===== src/rtl/wb_select_pkg.sv =====
// Shared selection codes and hard-wired constants for the register-file
// write-back select stage.
package wb_select_pkg;

    localparam int SEL_SRC0         = 0;
    localparam int SEL_SRC1         = 1;
    localparam int SEL_SRC2         = 2;
    localparam int SEL_CONST_A      = 3;
    localparam int SEL_CONST_B      = 4;
    localparam int SEL_ONES         = 5;
    localparam int SEL_PC           = 6;
    localparam int SEL_SRC3         = 7;
    localparam int SEL_LINK         = 8;
    localparam int SEL_SRC_EXT_BASE = 9;

    localparam int CONST_A = 95;
    localparam int CONST_B = 200;

endpackage


===== src/rtl/wb_skid_buffer.sv =====
// Generic 2-entry valid/ready skid buffer: a main register drives the
// outputs and a skid register absorbs one beat while main is stalled.
module wb_skid_buffer #(
    parameter int W = 8
) (
    input  logic         clk,
    input  logic         rst_n,
    input  logic         in_valid,
    output logic         in_ready,
    input  logic [W-1:0] in_data,
    output logic         out_valid,
    input  logic         out_ready,
    output logic [W-1:0] out_data
);

    // Handshake: a beat transfers on any rising edge where valid && ready;
    // valid never depends on ready, and payload holds while valid && !ready.
    logic         main_valid;
    logic         skid_valid;
    logic [W-1:0] main_data;
    logic [W-1:0] skid_data;
    logic         accept;
    logic         deliver;

    assign in_ready  = !skid_valid;
    assign accept    = in_valid && in_ready;
    assign deliver   = main_valid && out_ready;
    assign out_valid = main_valid;
    assign out_data  = main_data;

    always_ff @(posedge clk or negedge rst_n) begin
        if (!rst_n) begin
            main_valid <= 1'b0;
            skid_valid <= 1'b0;
            main_data  <= '0;
            skid_data  <= '0;
        end else if (deliver) begin
            // skid_valid implies in_ready is low, so no accept can coincide
            if (skid_valid) begin
                main_data  <= skid_data;
                skid_valid <= 1'b0;
            end else if (accept) begin
                main_data  <= in_data;
            end else begin
                main_valid <= 1'b0;
            end
        end else if (accept) begin
            if (!main_valid) begin
                main_data  <= in_data;
                main_valid <= 1'b1;
            end else begin
                skid_data  <= in_data;
                skid_valid <= 1'b1;
            end
        end
    end

endmodule


===== src/rtl/wb_select_stage.sv =====
// Write-back select stage: decodes the selection code at accept time and
// registers {illegal, dest, data} through a 2-entry skid buffer.
module wb_select_stage
    import wb_select_pkg::*;
#(
    parameter int DATA_W      = 17,
    parameter int NUM_SRC     = 4,
    parameter int SEL_W       = 4,
    parameter int REG_W       = 3,
    parameter int LINK_OFFSET = 1
) (
    input  logic                      Clock,
    input  logic                      Reset_n,
    input  logic                      InValid,
    output logic                      InReady,
    input  logic [NUM_SRC*DATA_W-1:0] Sources,
    input  logic [DATA_W-1:0]         PC,
    input  logic [SEL_W-1:0]          Selection,
    input  logic [REG_W-1:0]          DestReg,
    output logic                      OutValid,
    input  logic                      OutReady,
    output logic [DATA_W-1:0]         OutData,
    output logic [REG_W-1:0]          OutDest,
    output logic                      OutIllegal,
    output logic [7:0]                IllegalCount
);

    localparam int PW = 1 + REG_W + DATA_W;

    logic [DATA_W-1:0] src [NUM_SRC];
    logic [DATA_W-1:0] link_value;
    logic [DATA_W-1:0] dec_data;
    logic              dec_illegal;
    logic [PW-1:0]     in_payload;
    logic [PW-1:0]     out_payload;
    logic [7:0]        illegal_count;
    logic              accept;
    int                sel_i;

    for (genvar g = 0; g < NUM_SRC; g++) begin : g_src
        assign src[g] = Sources[g*DATA_W +: DATA_W];
    end

    assign sel_i      = int'(Selection);
    assign link_value = PC + DATA_W'(LINK_OFFSET);

    always_comb begin
        dec_data    = '0;
        dec_illegal = 1'b0;
        case (sel_i)
            SEL_SRC0:    dec_data = src[0];
            SEL_SRC1:    dec_data = src[1];
            SEL_SRC2:    dec_data = src[2];
            SEL_CONST_A: dec_data = DATA_W'(CONST_A);
            SEL_CONST_B: dec_data = DATA_W'(CONST_B);
            SEL_ONES:    dec_data = '1;
            SEL_PC:      dec_data = PC;
            SEL_SRC3:    dec_data = src[3];
            SEL_LINK:    dec_data = link_value;
            default: begin
                // Codes above SEL_LINK map onto the extra sources, if any
                dec_illegal = 1'b1;
                for (int i = 4; i < NUM_SRC; i++) begin
                    if (sel_i == SEL_SRC_EXT_BASE + i - 4) begin
                        dec_data    = src[i];
                        dec_illegal = 1'b0;
                    end
                end
            end
        endcase
    end

    assign in_payload = {dec_illegal, DestReg, dec_data};
    assign accept     = InValid && InReady;

    wb_skid_buffer #(
        .W(PW)
    ) u_skid (
        .clk      (Clock),
        .rst_n    (Reset_n),
        .in_valid (InValid),
        .in_ready (InReady),
        .in_data  (in_payload),
        .out_valid(OutValid),
        .out_ready(OutReady),
        .out_data (out_payload)
    );

    assign {OutIllegal, OutDest, OutData} = out_payload;

    always_ff @(posedge Clock or negedge Reset_n) begin
        if (!Reset_n) begin
            illegal_count <= '0;
        end else if (accept && dec_illegal && illegal_count != 8'hFF) begin
            illegal_count <= illegal_count + 8'd1;
        end
    end

    assign IllegalCount = illegal_count;

endmodule


===== config.mk =====
export PLATFORM = sky130hd
export DESIGN_NAME = wb_select_stage
export DESIGN_NICKNAME = d
export VERILOG_FILES = /design/src/rtl/wb_select_pkg.sv /design/src/rtl/wb_skid_buffer.sv /design/src/rtl/wb_select_stage.sv
export SDC_FILE = /design/constraint.sdc
export NUM_CORES = 1
export LEC_CHECK = 0
export CAP_MARGIN = 0
export CORE_MARGIN = 2
export CORE_UTILIZATION = 30
export CTS_CLUSTER_SIZE = 30
export DETAILED_ROUTE_END_ITERATION = 10
export GPL_TIMING_DRIVEN = 0
export SYNTH_ARGS = -nofsm -noshare
export SYNTH_HDL_FRONTEND = slang
export SYNTH_SLANG_ARGS = --single-unit

===== constraint.sdc =====
create_clock -name Clock -period 1.8 [get_ports Clock]
set_input_delay 0.27 -clock Clock [delete_from_list [all_inputs] [get_ports Clock]]
set_output_delay 0.27 -clock Clock [all_outputs]
set_load 0.02 [all_outputs]

==> run summary <==
run status: completed
Post-Route Utilization: 0.469
WP data arrival: 1.91 ns
GR Util All Layers: 0.197
static leakage: 2.10 nW
maxcap violations: 0
crit-path leading delay family: compound AO/OA/AOI/OAI gates
Most common cell on crit path: buf_6
Fin Setup TNS: 0 ns
Clk Latency, worst-skew pair: 0.29 ns
largest net degree at the start of global routing: 29
H-tree levels: 2
Worst Clk Skew: 0.00569 ns
Die Ht: 111 um
top cell type's share of synthesized area: 0.381
Synth Instances: 414
Finished Layout Cells: 688
Crit. End Element: flip-flop
total grt overflow: 0
synth cell count leaders: nand2_1, dfrtp_1, o21ai_0
Seq/Total Area, Yosys: 0.381
Reg2Reg Capture Point: IllegalCount[5]$_DFFE_PN0P_
TritonCTS clock tree: yes
buffers added on ports: 125
Synth async-reset ratio: 1.00
Die W: 111 um
Fillers: 1088
final wirelength: 12500 um
count leader, synth: nand2_1
Area Overhead vs Synth: 50.7%
r2r setup slk: 0.11 ns
vias in the first global route: 3753
Clock Tree Buf Depth: 2
CTS Buf Count: 5
FF/Latch Area: 1300 sq um
number of buffers and inverters on the critical path: 3
Worst-Margin Slew: 0.676 ns
mapped cell area: 3420 sq um
Layout Nets: 646
Slew Limit Headroom: 0.549
Crit-path slowest cell: a221oi_4
die area: 12300 sq um
CP Class: in2reg
post-DP HPWL: 9880 um
Crit Reg-Reg Startpoint: IllegalCount[0]$_DFFE_PN0P_
CP max stage delay: 0.30 ns
Post-Syn Nets: 512
synthesis warning total: 0
crit path max fanout: 10
leading area contributor after synthesis: dfrtp_1
DP Cell Count: 680
Clk Tree Root Cell: clkbuf_16
DRT Pass-1 Iters: 5
Post-synth EDFFs: 0
Pwr Density: 1060 nW/um^2
Final period util: 0.966
crit path time final: 1.74 ns
worst-path cell chain: dlygate4sd2_1 -> buf_6 -> and2_4 -> buf_6 -> a22o_1 -> a221oi_4 -> o21ai_1 -> mux2_4
fmax: 575 MHz
Placeable Area: 11000 sq um
max-slew violations: 0
vias per cell: 5.37
CTS sink count: 52
layout cell share with drive strength beyond 1: 0.120
area of the multi-input gates: 2090 sq um
Iteration-0 DRC Markers: 195
synthesized area per cell: 8.26 sq um
CP Launch Type: input port
IO Count: 127
Worst-path clk slew: 0.07 ns
Synth area leaders: dfrtp_1, nand2_1, o21ai_0
Worst Reg-to-Reg Cells: 7
Synth cell types: 57
HP Class: in2async
#FFs+latches synth: 52
maximum vdd ir drop: 0.000754 V
via count: 3694
worst path required time: 1.97 ns
RSZ-0062 raised after global routing: true
Inserted Diodes: 0
endpoints failing hold: 0
initial antenna violation count: 0
row cnt: 38
Final setup viols: 0
Synth Flop Type: dfrtp_1
wire length of the first global-routing pass: 19500 um
post-detailed-route count of antenna-violating nets: 0
gpl congestion: 0.909
DRC viols: 0
routed length per instance: 18.2 um
Initial Util: 0.311
## report_power, final
group	internal (W)	leakage [nW]	switching (W)
combinational	0.00118	1.37	0.00138
clock	0.000506	0.0657	0.000417
sequential	0.00166	0.664	0.000337
## layout make-up
cell class / count / area share
plain buffers: 24 / 0.0277
clock buffers: 5 / 0.0243
clock inverters: 2 / 0.00243
inverters: 9 / 0.00656
multi-input cells: 328 / 0.407
flip-flops and latches: 52 / 0.253
well taps: 140 / 0.0340
repair buffers: 128 / 0.246
## placed cells by master (no fill, tap or decap), types with 9 or more instances in the layout
| cell type | count |
|---|---|
| clkdlybuf4s50_1 | 109 |
| nand2_1 | 69 |
| dfrtp_1 | 52 |
| o21ai_0 | 37 |
| nor2_1 | 27 |
| a22oi_1 | 20 |
| a21oi_1 | 19 |
| xnor2_1 | 14 |
| nand4_1 | 13 |
| o21ai_1 | 13 |
| nor3_1 | 12 |
| dlygate4sd2_1 | 9 |
## layer usage
metal  share of wire  track usage  up-vias
met1            0.45        0.263     1788
met5               0            0        -
li1                -            -     1777
met3           0.043       0.0301       13
met4           0.015       0.0567        0
met2            0.49        0.330      116
## worst max-delay path by stage
stage | startpoint | end | slack (ns) | depth (start not counted)
6_report | Selection[2] | u_skid.skid_data[15]$_DFFE_PN0P_ | 0.06 | 8
5_1_grt | Selection[2] | u_skid.skid_data[15]$_DFFE_PN0P_ | -0.02 | 8
4_1_cts | u_skid.skid_valid$_DFFE_PN0P_ | u_skid.skid_data[3]$_DFFE_PN0P_ | -0.0009 | 3
3_5_place_dp | PC[0] | u_skid.out_data[14]$_DFFE_PN0P_ | -0.66 | 8
3_3_place_gp | Reset_n | u_skid.skid_data[1]$_DFFE_PN0P_ | -1.09 | 1
2_1_floorplan | IllegalCount[0]$_DFFE_PN0P_ | IllegalCount[5]$_DFFE_PN0P_ | 0.18 | 7
## metrics by stage
stage                     total power [W]  hold WS [ns]  area [sq um]  worst slack [ns]
after floorplan                   0.00334       -0.0256          3420             0.185
after global placement            0.00449         0.454          4840             -1.09
after detailed placement          0.00456         0.343          4860            -0.662
after CTS                         0.00550        0.0398          5070         -0.000939
after global routing              0.00584        0.0624          5150           -0.0167
final                             0.00548        0.0116          5150            0.0610
## worst reg2reg max path, stage by stage, from the launching register on
cell and delay, ns:
dfrtp_1 0.42, ha_1 0.27, nand3_1 0.10, nor2_1 0.07, nor3_4 0.22, nand4_1 0.22, nor2_1 0.17, xor2_1 0.15
## sequential cells by signal, summed over array words and instances, names as in the netlist
signal             flops
u_skid.out_valid       1
u_skid.skid_data      21
IllegalCount           8
u_skid.skid_valid      1
u_skid.out_data       21
## kinds of logic after synthesis
kind of cell | after synthesis | synth area share
multiplexers | 10 | 0.0326
flip-flops | 52 | 0.381
adder cells (fa/ha/maj) | 2 | 0.00732
AND/OR/NAND/NOR | 167 | 0.239
buffers and inverters | 34 | 0.0490
XOR/XNOR | 20 | 0.0512
AO/OA/AOI/OAI | 129 | 0.240
## repair_timing
item / in CTS / in global routing
endpoints found under the hold margin: 0 / 0
hold buffers: 0 / 0
gates resized for setup: 31 / 28
setup buffers: 1 / 1
pin swaps: 4 / 4
endpoints found under the setup margin: 39 / 28
Power figures use the tool's default switching activity.
